==> src/rtl/bit_clk_pkg.sv <==
// Shared state encoding, default ratio and width helper for the bit-clock aligner.
package bit_clk_pkg;

  typedef enum logic [1:0] {
    IDLE   = 2'd0,
    SEARCH = 2'd1,
    CHECK  = 2'd2,
    LOCKED = 2'd3
  } align_state_t;

  localparam int unsigned DIV_RATIO_DEFAULT = 4;

  // Phase counter width; never below one bit.
  function automatic int unsigned phase_w(input int unsigned ratio);
    return (ratio <= 2) ? 1 : $clog2(ratio);
  endfunction

endpackage

==> src/rtl/bit_clock_aligner_fclk_edge_sync.sv <==
// Frame-clock synchronizer followed by a registered rising-edge pulse.
module fclk_edge_sync #(
  parameter int unsigned SYNC_STAGES = 2
) (
  input  logic clk_in_int,
  input  logic clk_reset,
  input  logic fclk_in,
  output logic fe
);

  logic [SYNC_STAGES-1:0] sync_q;
  logic                   prev_q;

  always_ff @(posedge clk_in_int or posedge clk_reset) begin
    if (clk_reset) begin
      sync_q <= '0;
      prev_q <= 1'b0;
      fe     <= 1'b0;
    end else begin
      sync_q <= {sync_q[SYNC_STAGES-2:0], fclk_in};
      prev_q <= sync_q[SYNC_STAGES-1];
      fe     <= sync_q[SYNC_STAGES-1] & ~prev_q;
    end
  end

endmodule

==> src/rtl/bit_clock_aligner.sv <==
// Divides the DCLK bit clock by DIV_RATIO and phase-locks the divided clock to FCLK.
// Define BIT_CLK_ALIGN_STATS_EN to add the relock_cnt / last_err_phase statistics ports.
module bit_clock_aligner
  import bit_clk_pkg::*;
#(
  parameter int unsigned  DIV_RATIO    = DIV_RATIO_DEFAULT,
  parameter int unsigned  TARGET_PHASE = 0,
  parameter int unsigned  LOCK_COUNT   = 8,
  parameter int unsigned  MISS_LIMIT   = 3,
  localparam int unsigned CNT_W        = phase_w(DIV_RATIO)
) (
  input  logic             clk_in_int,
  input  logic             clk_reset,
  input  logic             fclk_in,
  input  logic             align_en,
  input  logic             slip_req,
  output logic             clk_div_out,
  output logic [CNT_W-1:0] div_phase,
  output logic             locked,
  output logic             align_err,
  output logic [1:0]       state_out
`ifdef BIT_CLK_ALIGN_STATS_EN
  ,
  output logic [7:0]       relock_cnt,
  output logic [CNT_W-1:0] last_err_phase
`endif
);

  localparam int unsigned      MATCH_W   = 8;
  localparam int unsigned      MISS_W    = 4;
  localparam logic [CNT_W-1:0] CNT_MAX   = CNT_W'(DIV_RATIO - 1);
  localparam logic [CNT_W-1:0] TGT       = CNT_W'(TARGET_PHASE);
  localparam logic [CNT_W-1:0] TGT_NEXT  = CNT_W'((TARGET_PHASE + 1) % DIV_RATIO);
  // High for the last floor(R/2) phases, so odd ratios get the shorter high half.
  localparam logic [CNT_W-1:0] HIGH_FROM = CNT_W'(DIV_RATIO - DIV_RATIO / 2);
  localparam logic [MATCH_W-1:0] LOCK_N  = MATCH_W'(LOCK_COUNT);
  localparam logic [MISS_W-1:0]  MISS_N  = MISS_W'(MISS_LIMIT);

  // Reset asserts asynchronously and releases on the second clock edge.
  logic rst_meta;
  logic rst_int;

  always_ff @(posedge clk_in_int or posedge clk_reset) begin
    if (clk_reset) begin
      rst_meta <= 1'b1;
      rst_int  <= 1'b1;
    end else begin
      rst_meta <= 1'b0;
      rst_int  <= rst_meta;
    end
  end

  logic fe;

  fclk_edge_sync #(
    .SYNC_STAGES(2)
  ) u_fclk_sync (
    .clk_in_int(clk_in_int),
    .clk_reset (rst_int),
    .fclk_in   (fclk_in),
    .fe        (fe)
  );

  align_state_t       state, state_next;
  logic [CNT_W-1:0]   cnt, cnt_next, cnt_inc;
  logic [MATCH_W-1:0] match, match_next, match_inc;
  logic [MISS_W-1:0]  miss, miss_next, miss_inc;
  logic               locked_next;
  logic               err_next;
  logic               phase_ok;

  assign cnt_inc   = (cnt == CNT_MAX) ? '0 : cnt + CNT_W'(1);
  assign match_inc = (match == '1) ? match : match + MATCH_W'(1);
  assign miss_inc  = (miss == '1) ? miss : miss + MISS_W'(1);
  assign phase_ok  = (cnt == TGT);

  // Next-state, counter steering and status decisions.
  always_comb begin
    state_next  = state;
    cnt_next    = cnt_inc;
    match_next  = match;
    miss_next   = miss;
    locked_next = locked;
    err_next    = 1'b0;

    if (!align_en && slip_req) begin
      cnt_next = cnt;
    end

    if (!align_en) begin
      state_next  = IDLE;
      locked_next = 1'b0;
      match_next  = '0;
      miss_next   = '0;
    end else begin
      case (state)
        IDLE: state_next = SEARCH;
        SEARCH: begin
          if (fe) begin
            if (!phase_ok) begin
              cnt_next = TGT_NEXT;
            end
            match_next = '0;
            state_next = CHECK;
          end
        end
        CHECK: begin
          if (fe) begin
            if (phase_ok) begin
              match_next = match_inc;
              if (match_inc >= LOCK_N) begin
                state_next  = LOCKED;
                locked_next = 1'b1;
                miss_next   = '0;
              end
            end else begin
              state_next = SEARCH;
              match_next = '0;
              err_next   = 1'b1;
            end
          end
        end
        LOCKED: begin
          if (fe) begin
            if (phase_ok) begin
              miss_next = '0;
            end else begin
              miss_next = miss_inc;
              if (miss_inc >= MISS_N) begin
                state_next  = SEARCH;
                locked_next = 1'b0;
                miss_next   = '0;
                err_next    = 1'b1;
              end
            end
          end
        end
        default: state_next = IDLE;
      endcase
    end
  end

  always_ff @(posedge clk_in_int or posedge rst_int) begin
    if (rst_int) begin
      state       <= IDLE;
      cnt         <= '0;
      match       <= '0;
      miss        <= '0;
      clk_div_out <= 1'b0;
      locked      <= 1'b0;
      align_err   <= 1'b0;
    end else begin
      state       <= state_next;
      cnt         <= cnt_next;
      match       <= match_next;
      miss        <= miss_next;
      clk_div_out <= (cnt_next >= HIGH_FROM);
      locked      <= locked_next;
      align_err   <= err_next;
    end
  end

  assign div_phase = cnt;
  assign state_out = state;

`ifdef BIT_CLK_ALIGN_STATS_EN
  logic relock_evt;
  logic mismatch_fe;

  assign relock_evt  = (state == LOCKED) && (state_next == SEARCH);
  assign mismatch_fe = fe && align_en && (state != IDLE) && !phase_ok;

  always_ff @(posedge clk_in_int or posedge rst_int) begin
    if (rst_int) begin
      relock_cnt     <= '0;
      last_err_phase <= '0;
    end else begin
      if (relock_evt && (relock_cnt != 8'hFF)) begin
        relock_cnt <= relock_cnt + 8'd1;
      end
      if (mismatch_fe) begin
        last_err_phase <= cnt;
      end
    end
  end
`endif

endmodule
==> config.mk <==
export PLATFORM = sky130hd
export DESIGN_NAME = bit_clock_aligner
export DESIGN_NICKNAME = d
export VERILOG_FILES = /design/src/rtl/bit_clk_pkg.sv /design/src/rtl/bit_clock_aligner_fclk_edge_sync.sv /design/src/rtl/bit_clock_aligner.sv
export SDC_FILE = /design/constraint.sdc
export NUM_CORES = 1
export LEC_CHECK = 0
export CAP_MARGIN = 20
export CORE_MARGIN = 2
export CORE_UTILIZATION = 50
export DETAILED_ROUTE_END_ITERATION = 12
export DONT_BUFFER_PORTS = 1
export HOLD_SLACK_MARGIN = 0.15
export PLACE_DENSITY = 0.68
export SETUP_SLACK_MARGIN = 0.05
export SLEW_MARGIN = 20
export SYNTH_ARGS = -nofsm -noshare
export SYNTH_HDL_FRONTEND = slang
export SYNTH_HIERARCHICAL = 1
export SYNTH_SLANG_ARGS = --single-unit
==> constraint.sdc <==
create_clock -name clk_in_int -period 0.8 [get_ports clk_in_int]
set_input_delay 0.08 -clock clk_in_int [delete_from_list [all_inputs] [get_ports clk_in_int]]
set_output_delay 0.08 -clock clk_in_int [all_outputs]
set_load 0.01 [all_outputs]
==> metrics.cfg, run 1 <==
[power]
combPwrFrac = 0.481
vdd_ir_drop_max_uv = 1896
p_leak_nw = 1.013
internal-power_w = 0.002646
pwr-share-seq = 0.381
p_per_area_nw_per_um2 = 1824
power.switching_w = 0.001461
pwr-share-clk = 0.138
p_sw_frac = 0.3557

[setup_path]
crit_required_ns = 1.02
cp-startpoint = match[0]
crit_path_frequent_cell = a2111oi_4
timing.rr.end = state_out[0]
cpLargestDelayFamily = compound AO/OA/AOI/OAI gates
cp_num_buf_inv = 1
path_class = register to register
critPathLaunchType = register
worstReg2RegStart = match[0]
arrival_ns = 2.45
worst_r2r_path_depth = 8
cp_slowest_cell = dfrtp_1
crit_chain = ha_4 > and4_4 > a2111oi_4 > o221ai_2 > a2111oi_4 > buf_4 > a31oi_4 > a221o_1
r2r_slack_ns = -1.43
cp.depth = 8
critPathCapture = state_out[0]
critPathMaxStageDelay_ns = 0.44
critPathMaxFanout = 5
endpoint_kind = register

[placed_design]
dpl.cell_count = 223
place_congestion = 0.8714
io_buffers = 0
dp_hpwl_um = 2839

[die]
die_w_um = 58.57
initial_core_util = 0.5353
die_area_sq_um = 3430
ios = 12
core_sq_um = 2781
rows = 19
fp.dieH_um = 58.57

[global_route]
first_global_vias = 1490
track_usage = 0.2647
antenna_found_initial = 0
grt_first_pass_wirelength_um = 6844
grt_max_degree = 14
grt-ovfl-total = 0

[yosys]
synthFlopType = dfrtp_1
synth_warnings = 6
ys_async_sr_fraction = 1.000
synth_seq_area_share = 0.4218
yosysMostFrequentCell = dfrtp_1
synth_top_cell_area_share = 0.3866
yosysTopAreaCell = dfrtp_1
synth_edf_count = 0
syn_nets = 161
netlist_top_cells_area = dfrtp_1 (39%), ha_1 (5.9%), a2111oi_4 (3.7%)
ys_seq_elements = 25
synth_cell_type_count = 47
yosys-top-cells-count = dfrtp_1 (23), nand2_1 (14), inv_1 (13), a21oi_1 (10), nor2_1 (10)
syn_area_per_cell_sq_um = 9.993
synthCells = 149
netlist_area_sq_um = 1489

[route]
drtIter0Drc = 54
firstDrtPassIters = 4
wirelength_um = 4093
drc_errors = 0
routedWlPerCell_um = 17.05
antenna_left = 0
vias = 1393
via_per_inst = 5.804

[sta]
fin_skew_ns = 0.01091
tightestPinTransition_ns = 0.5438
rsz0062_at_grt = true
timing.hold.ws_ns = 0.1583
fin_crit_ns = 2.232
post-route-period-util = 2.789
setup_violations = 26
fmax_mhz = 448.1
hold_violations = 0
drv_slew = 0
worst_slack_ns = -1.432
relSlewSlack = 0.6281

[cells_and_area]
drive_gt1_frac = 0.5167
final_util = 0.8097
diodes = 0
synthToLayoutAreaGrowth_pct = 51.26
nNetsFinal = 222
fillCellCount = 163
fin_cells = 240

[clock_network]
clk_pin_slew_worst_paths_ns = 0.14
cts_root_buf = clkbuf_4
clock_latency_ns = 0.32
cts_inserted_buffers = 3
ctsLongestPathBuffers = 2
htreeDepth = 1
clock-sinks = 25
cts_tree = done

[outcome]
status = complete, but fails checks
violations = setup timing

[flow_run]
max_cap_violations = 0

[worst_hold_path]
worst_hold_path_type = register to asynchronous set/reset pin

kinds of logic (layout without fill, tap and decap cells):
family                     after synthesis  in the layout  synth area share
adders and majority gates                7              7           0.05882
DFF                                     25             25            0.4218
muxes                                    4              4           0.02941
and+or+nand+nor                         49             49            0.1740
AOI/OAI and AO/OA                       44             44            0.2496
other                                    1              1          0.002519
buffers and inverters                   19             79           0.06386
per-stage QoR:
stage	worst slack, ns	area (sq um)	power (W)	setup TNS, ns
after floorplan	-1.434	1580	0.002452	-16.21
after global placement	-1.351	1927	0.002903	-17.05
after global routing	-1.494	2252	0.004354	-20.35
final	-1.432	2252	0.004107	-19.05
after CTS	-1.448	2183	0.003913	-18.83
after detailed placement	-1.456	1927	0.002994	-18.31
repair_timing:
| action | CTS | global route |
|---|---|---|
| pin swaps | 10 | 2 |
| gates resized for setup | 35 | 10 |
| endpoints found under the hold margin | 20 | 0 |
| setup buffers | 6 | 4 |
| hold buffers | 4 | 0 |
| setup endpoints to repair | 26 | 26 |
cells in the final DEF (no fill, tap or decap), drive strengths merged, types with 3 or more instances in the layout:
master / instances
a21oi: 10
o21ai: 7
dfrtp: 23
a2111oi: 4
clkbuf: 4
nor2: 10
inv: 13
dlygate4sd3: 4
ha: 7
and3: 8
nand3: 8
nand2: 14
mux2: 3
buf: 58
routing by layer:
layer  wire, um  part of all wire  GRT usage
met5          0                 0          0
met4         56             0.014     0.1104
met3         73             0.018    0.02857
met2       2222              0.54     0.4719
met1       1740              0.43     0.3253
worst reg2reg max path: stages (launching register included):
cell,delay (ns)
dfrtp_1,0.44
ha_4,0.20
and4_4,0.16
a2111oi_4,0.29
o221ai_2,0.17
a2111oi_4,0.29
buf_4,0.19
a31oi_4,0.09
a221o_1,0.30
power groups by stage:
stage          Sequential [W]  Clock, W  Combinational, W
6_report              0.00157  0.000567           0.00197
5_1_grt               0.00158  0.000619           0.00215
4_1_cts               0.00156  0.000579           0.00178
3_5_place_dp          0.00157         0           0.00143
3_3_place_gp          0.00156         0           0.00134
2_1_floorplan         0.00163         0          0.000819
final cells by class:
cell class / count / area (sq um) / share of cell area
clock buffer: 4 / 26.28 / 0.01167
sequential: 25 / 630.6 / 0.2800
inverter: 13 / 48.80 / 0.02167
multi-input combinational: 105 / 972.2 / 0.4317
tap: 31 / 38.79 / 0.01722
timing repair buffer: 62 / 535.5 / 0.2378
how the worst min path moves through the flow:
stage	depth (start not counted)	slack [ns]	to	start
final	1	0.16	u_fclk_sync/sync_q[0]	rst_int
after global routing	1	0.18	u_fclk_sync/fe	rst_int
after detailed placement	1	0.005	rst_int	clk_reset
after CTS	1	0.15	u_fclk_sync/sync_q[0]	rst_int
after floorplan	1	-0.008	rst_int	clk_reset
after global placement	1	-0.005	rst_meta	clk_reset
flip-flops by register name, indices dropped and copies added (netlist names):
signal              flops
u_fclk_sync/prev_q      1
rst_int                 1
u_fclk_sync/sync_q      2
state_out               2
rst_meta                1
align_err               1
clk_div_out             1
u_fclk_sync/fe          1
miss                    4
match                   8
locked                  1
div_phase               2
(Power assumes the default switching activity.)
==> run 2, diff against run 1 <==
--- a/config.mk
+++ b/config.mk
@@ -5,13 +5,15 @@
 export SDC_FILE = /design/constraint.sdc
 export NUM_CORES = 1
 export LEC_CHECK = 0
-export CAP_MARGIN = 20
-export CORE_MARGIN = 2
-export CORE_UTILIZATION = 50
+export CAP_MARGIN = 15
+export CELL_PAD_IN_SITES_DETAIL_PLACEMENT = 0
+export CELL_PAD_IN_SITES_GLOBAL_PLACEMENT = 2
+export CORE_MARGIN = 1.5
+export CORE_UTILIZATION = 36
 export DETAILED_ROUTE_END_ITERATION = 12
 export DONT_BUFFER_PORTS = 1
 export HOLD_SLACK_MARGIN = 0.15
-export PLACE_DENSITY = 0.68
+export PLACE_DENSITY_LB_ADDON = 0.1
 export SETUP_SLACK_MARGIN = 0.05
 export SLEW_MARGIN = 20
 export SYNTH_ARGS = -nofsm -noshare
==> run 2 against run 1 <==
Critical path type unchanged. Global-route usage down 7.3 points. Largest power group unchanged. Sequential power about the same. Clock power up 37%. Via count down 0.14%. Critical path depth down 1. Clock-buffer cell count down 1. Sequential share of layout area down 2.1 points. The run ends with hold timing, setup timing left. Register-to-register slack better by 0.03 ns. Critical endpoint is now miss[0]. Sequential cell count unchanged. Wire length down 2.2%.
==> metrics.cfg, run 2 (synthesis gave the netlist of run 1 again) <==
[clock_network]
clk_pin_slew_worst_paths_ns = 0.10
cts_root_buf = clkbuf_8
cts_tree = done
clock-sinks = 25
hold_buffers = 3
clock_latency_ns = 0.27
ctsLongestPathBuffers = 2
htreeDepth = 1
cts_inserted_buffers = 3

[route]
via_per_inst = 5.190
drtIter0Drc = 68
firstDrtPassIters = 4
wirelength_um = 4003
antenna_left = 0
routedWlPerCell_um = 14.94
drc_errors = 0
vias = 1391

[die]
die_w_um = 67.31
fp.dieH_um = 67.31
initial_core_util = 0.3722
ios = 12
rows = 23
core_sq_um = 4000
die_area_sq_um = 4531

[sta]
tns_ns = -18.61
fmax_mhz = 454.5
rsz0062_at_grt = true
fin_skew_ns = 0.005782
drv_slew = 0
hold_violations = 1
worst_slack_ns = -1.400
fin_crit_ns = 2.200
setup_violations = 24
post-route-period-util = 2.750
timing.hold.ws_ns = -0.03224

[setup_path]
path_class = register to register
arrival_ns = 2.35
endpoint_kind = register
crit_required_ns = 0.95
critPathMaxFanout = 5
critPathLaunchType = register

[cells_and_area]
largest_reg_flops = 8
nNetsFinal = 231
final_util = 0.6087
drive_gt1_frac = 0.5688
seq_area_sq_um = 630.6
layout_commonest_cell = buf_4
largest-register = match
fillCellCount = 350
synthToLayoutAreaGrowth_pct = 63.53
mostFrequentLayoutCells = buf_4 (46), dfrtp_1 (21), buf_6 (21)
diodes = 0
top_regs = match: 8 flops, miss: 4 flops
multi_input_area_sq_um = 1015

[global_route]
first_global_vias = 1459
grt_first_pass_wirelength_um = 6651
grt.busiest_layer = met2
use_met2 = 0.3205
antenna_found_initial = 0
grt-ovfl-total = 0
track_usage = 0.1913
grtUsageMet3 = 0.02833
grt_util_met1 = 0.2557
grt_max_degree = 15

[power]
total_power_w = 0.004612
p_leak_nw = 1.088
vdd_ir_drop_max_uv = 1547
p_per_area_nw_per_um2 = 1894

[outcome]
status = complete, but fails checks
violations = hold timing, setup timing

[placed_design]
dp_slack_ns = -1.433
io_buffers = 0
place_congestion = 0.8417
dp_hpwl_um = 2850

[flow_run]
max_cap_violations = 0

[worst_hold_path]
worst_hold_path_type = input port to register

[run 2: stage by stage]
step,std cells,cell area (sq um)
2_1_floorplan,149,1580
6_report,268,2435
3_5_place_dp,250,2023
3_3_place_gp,250,2023
4_1_cts,263,2325
5_1_grt,268,2435
[run 2: report_power, final]
group	total [W]	internal (W)	leakage (nW)	switching (W)
logic	0.00226	0.00125	0.739	0.00101
registers	0.00158	0.00142	0.324	0.000165
clock network	0.000775	0.000349	0.0255	0.000426
total	0.00461	0.00302	1.09	0.00160
[run 2: worst max-delay path: stages (launching register included)]
cell       delay (ns)
dfrtp_1          0.43
ha_4             0.19
and4_4           0.16
a2111oi_4        0.29
o221ai_2         0.16
a2111oi_4        0.31
o2bb2ai_2        0.19
mux2_1           0.35
[run 2: layer usage]
layer	vias up	share of wire
met4	0	0.014
met5	-	0
met2	28	0.49
li1	681	-
met1	676	0.47
met3	6	0.026
[run 2: final timing paths]
| path | start | endpoint | slack [ns] | cells past startpoint |
|---|---|---|---|---|
| setup / recovery | match[1] | miss[0] | -1.40 | 7 |
| hold / removal | align_en | locked | -0.03 | 1 |
| setup reg to reg | match[1] | miss[0] | -1.40 | 7 |
| hold reg to reg | rst_int | u_fclk_sync/prev_q | 0.14 | 1 |
| max in group asynchronous | rst_int | miss[1] | 0.33 | 2 |
| min in group asynchronous | rst_int | u_fclk_sync/prev_q | 0.14 | 1 |
[run 2: repair_timing]
action / in CTS / in global routing
setup buffers: 6 / 7
resized for setup: 44 / 18
pin swaps: 11 / 6
endpoints found under the setup margin: 26 / 26
endpoints found under the hold margin: 15 / 5
[run 2: final cells by class]
class                      count  area share
multi-input combinational    105      0.4168
inverter                      13     0.02004
clock buffer                   3     0.01696
sequential                    25      0.2590
clock inverter                 1    0.002055
timing repair buffer          71      0.2595
tap                           50     0.02569
==> run 3, diff against run 2 <==
==> constraint.sdc (replaced) <==
create_clock -name clk_in_int -period 0.8 [get_ports clk_in_int]
set_input_delay 0.04 -clock clk_in_int [delete_from_list [all_inputs] [get_ports clk_in_int]]
set_output_delay 0.04 -clock clk_in_int [all_outputs]
set_load 0.01 [all_outputs]
==> run 3 against run 2 <==
Critical path depth grew 2. The flow finishes with violations (setup timing). Global-route usage is 0.18 points higher. Sequential power about the same.
==> metrics.cfg, run 3 (synthesis gave the netlist of run 1 again) <==
[power]
total_power_w = 0.004619
p_per_area_nw_per_um2 = 1889
p_leak_nw = 1.093
vdd_ir_drop_max_uv = 1548

[route]
vias = 1416
drtIter0Drc = 59
routedWlPerCell_um = 14.93
drc_errors = 0
wirelength_um = 4017
antenna_left = 0
firstDrtPassIters = 4
via_per_inst = 5.264

[cells_and_area]
diodes = 0
largest-register = match
top_regs = match: 8 flops, miss: 4 flops
design_area_sq_um = 2445
fillCellCount = 350
final_util = 0.6112
mostFrequentLayoutCells = buf_4 (45), buf_6 (22), dfrtp_1 (21)
nNetsFinal = 232
synthToLayoutAreaGrowth_pct = 64.20
layout_commonest_cell = buf_4
drive_gt1_frac = 0.5616
largest_reg_flops = 8

[clock_network]
cts_inserted_buffers = 3
clock-sinks = 25
cts_root_buf = clkbuf_8
clk_pin_slew_worst_paths_ns = 0.10
ctsLongestPathBuffers = 2
clock_latency_ns = 0.27
cts_tree = done
htreeDepth = 1

[sta]
drv_slew = 0
worst_slack_ns = -1.400
fmax_mhz = 454.6
hold_violations = 0
fin_skew_ns = 0.005423
post-route-period-util = 2.750
setup_violations = 24
timing.hold.ws_ns = 0.1386
fin_crit_ns = 2.200
rsz0062_at_grt = true

[die]
ios = 12
die_w_um = 67.31
initial_core_util = 0.3722
core_sq_um = 4000
die_area_sq_um = 4531
fp.dieH_um = 67.31
rows = 23

[outcome]
violations = setup timing
status = complete, but fails checks

[setup_path]
critPathMaxFanout = 5
critPathCapture = miss[0]
arrival_ns = 2.35
r2r_slack_ns = -1.40
worstReg2RegStart = match[0]
path_class = register to register
timing.rr.end = miss[0]
crit_required_ns = 0.95
critPathLaunchType = register
cp-startpoint = match[0]
worst_r2r_path_depth = 9
endpoint_kind = register

[global_route]
grt-ovfl-total = 0
antenna_found_initial = 0
track_usage = 0.1931
grt_first_pass_wirelength_um = 6699
grt_max_degree = 15
first_global_vias = 1475

[worst_hold_path]
worst_hold_path_type = register to asynchronous set/reset pin

[placed_design]
place_congestion = 0.8417
dp_hpwl_um = 2850
placed_area_sq_um = 2023
dp_slack_ns = -1.433
io_buffers = 0

[flow_run]
max_cap_violations = 0

run 3: cell type report:
class / instances / area (sq um) / share of cell area
multi-input cells: 105 / 1011 / 0.4135
repair buffers: 72 / 645.6 / 0.2641
flip-flops and latches: 25 / 630.6 / 0.2579
well taps: 50 / 62.56 / 0.02559
inverters: 13 / 48.80 / 0.01996
clock buffers: 3 / 41.29 / 0.01689
clock inverters: 1 / 5.005 / 0.002047
run 3: per-layer routing:
layer	vias up	track usage	routed length (um)
met5	-	0	0
met4	0	0.05867	55
met3	6	0.02667	117
met2	30	0.3230	1980
met1	695	0.2589	1864
li1	685	-	-
run 3: power breakdown:
part	leakage, nW	switching [W]	total (W)	internal, W
logic	0.744	0.00101	0.00226	0.00125
registers	0.324	0.000167	0.00158	0.00142
clock network	0.0255	0.000426	0.000774	0.000349
total	1.09	0.00160	0.00462	0.00302
run 3: per-stage QoR:
step	instances	setup TNS [ns]
3_5_place_dp	250	-18.10
6_report	269	-18.45
5_1_grt	269	-20.22
4_1_cts	264	-17.76
2_1_floorplan	149	-16.21
3_3_place_gp	250	-17.33
run 3: critical path, cell delays in order, from the launching register on:
cell and delay [ns]:
dfrtp_1 0.43, ha_4 0.19, and4_4 0.16, buf_4 0.13
buf_6 0.11, nand2_4 0.06, nand2_1 0.08, a2111oi_4 0.37
o2bb2ai_2 0.19, mux2_1 0.35
run 3: worst min path at each step:
| stage | startpoint | end | slack (ns) | depth (start not counted) |
|---|---|---|---|---|
| global placement | clk_reset | rst_meta | -0.04 | 1 |
| detailed placement | clk_reset | rst_meta | -0.04 | 1 |
| finish | rst_int | u_fclk_sync/prev_q | 0.14 | 1 |
| floorplan | clk_reset | rst_int | -0.05 | 1 |
| global route | rst_int | u_fclk_sync/fe | 0.17 | 1 |
| CTS | rst_int | u_fclk_sync/prev_q | 0.14 | 1 |
run 3: repair_timing:
| item | in CTS | in global routing |
|---|---|---|
| gates cloned | 0 | 0 |
| setup endpoints to repair | 24 | 25 |
| pin swaps | 11 | 4 |
| hold buffers | 4 | 0 |
| resized for setup | 44 | 18 |
| buffers inserted | 6 | 7 |
| hold endpoints to repair | 17 | 0 |
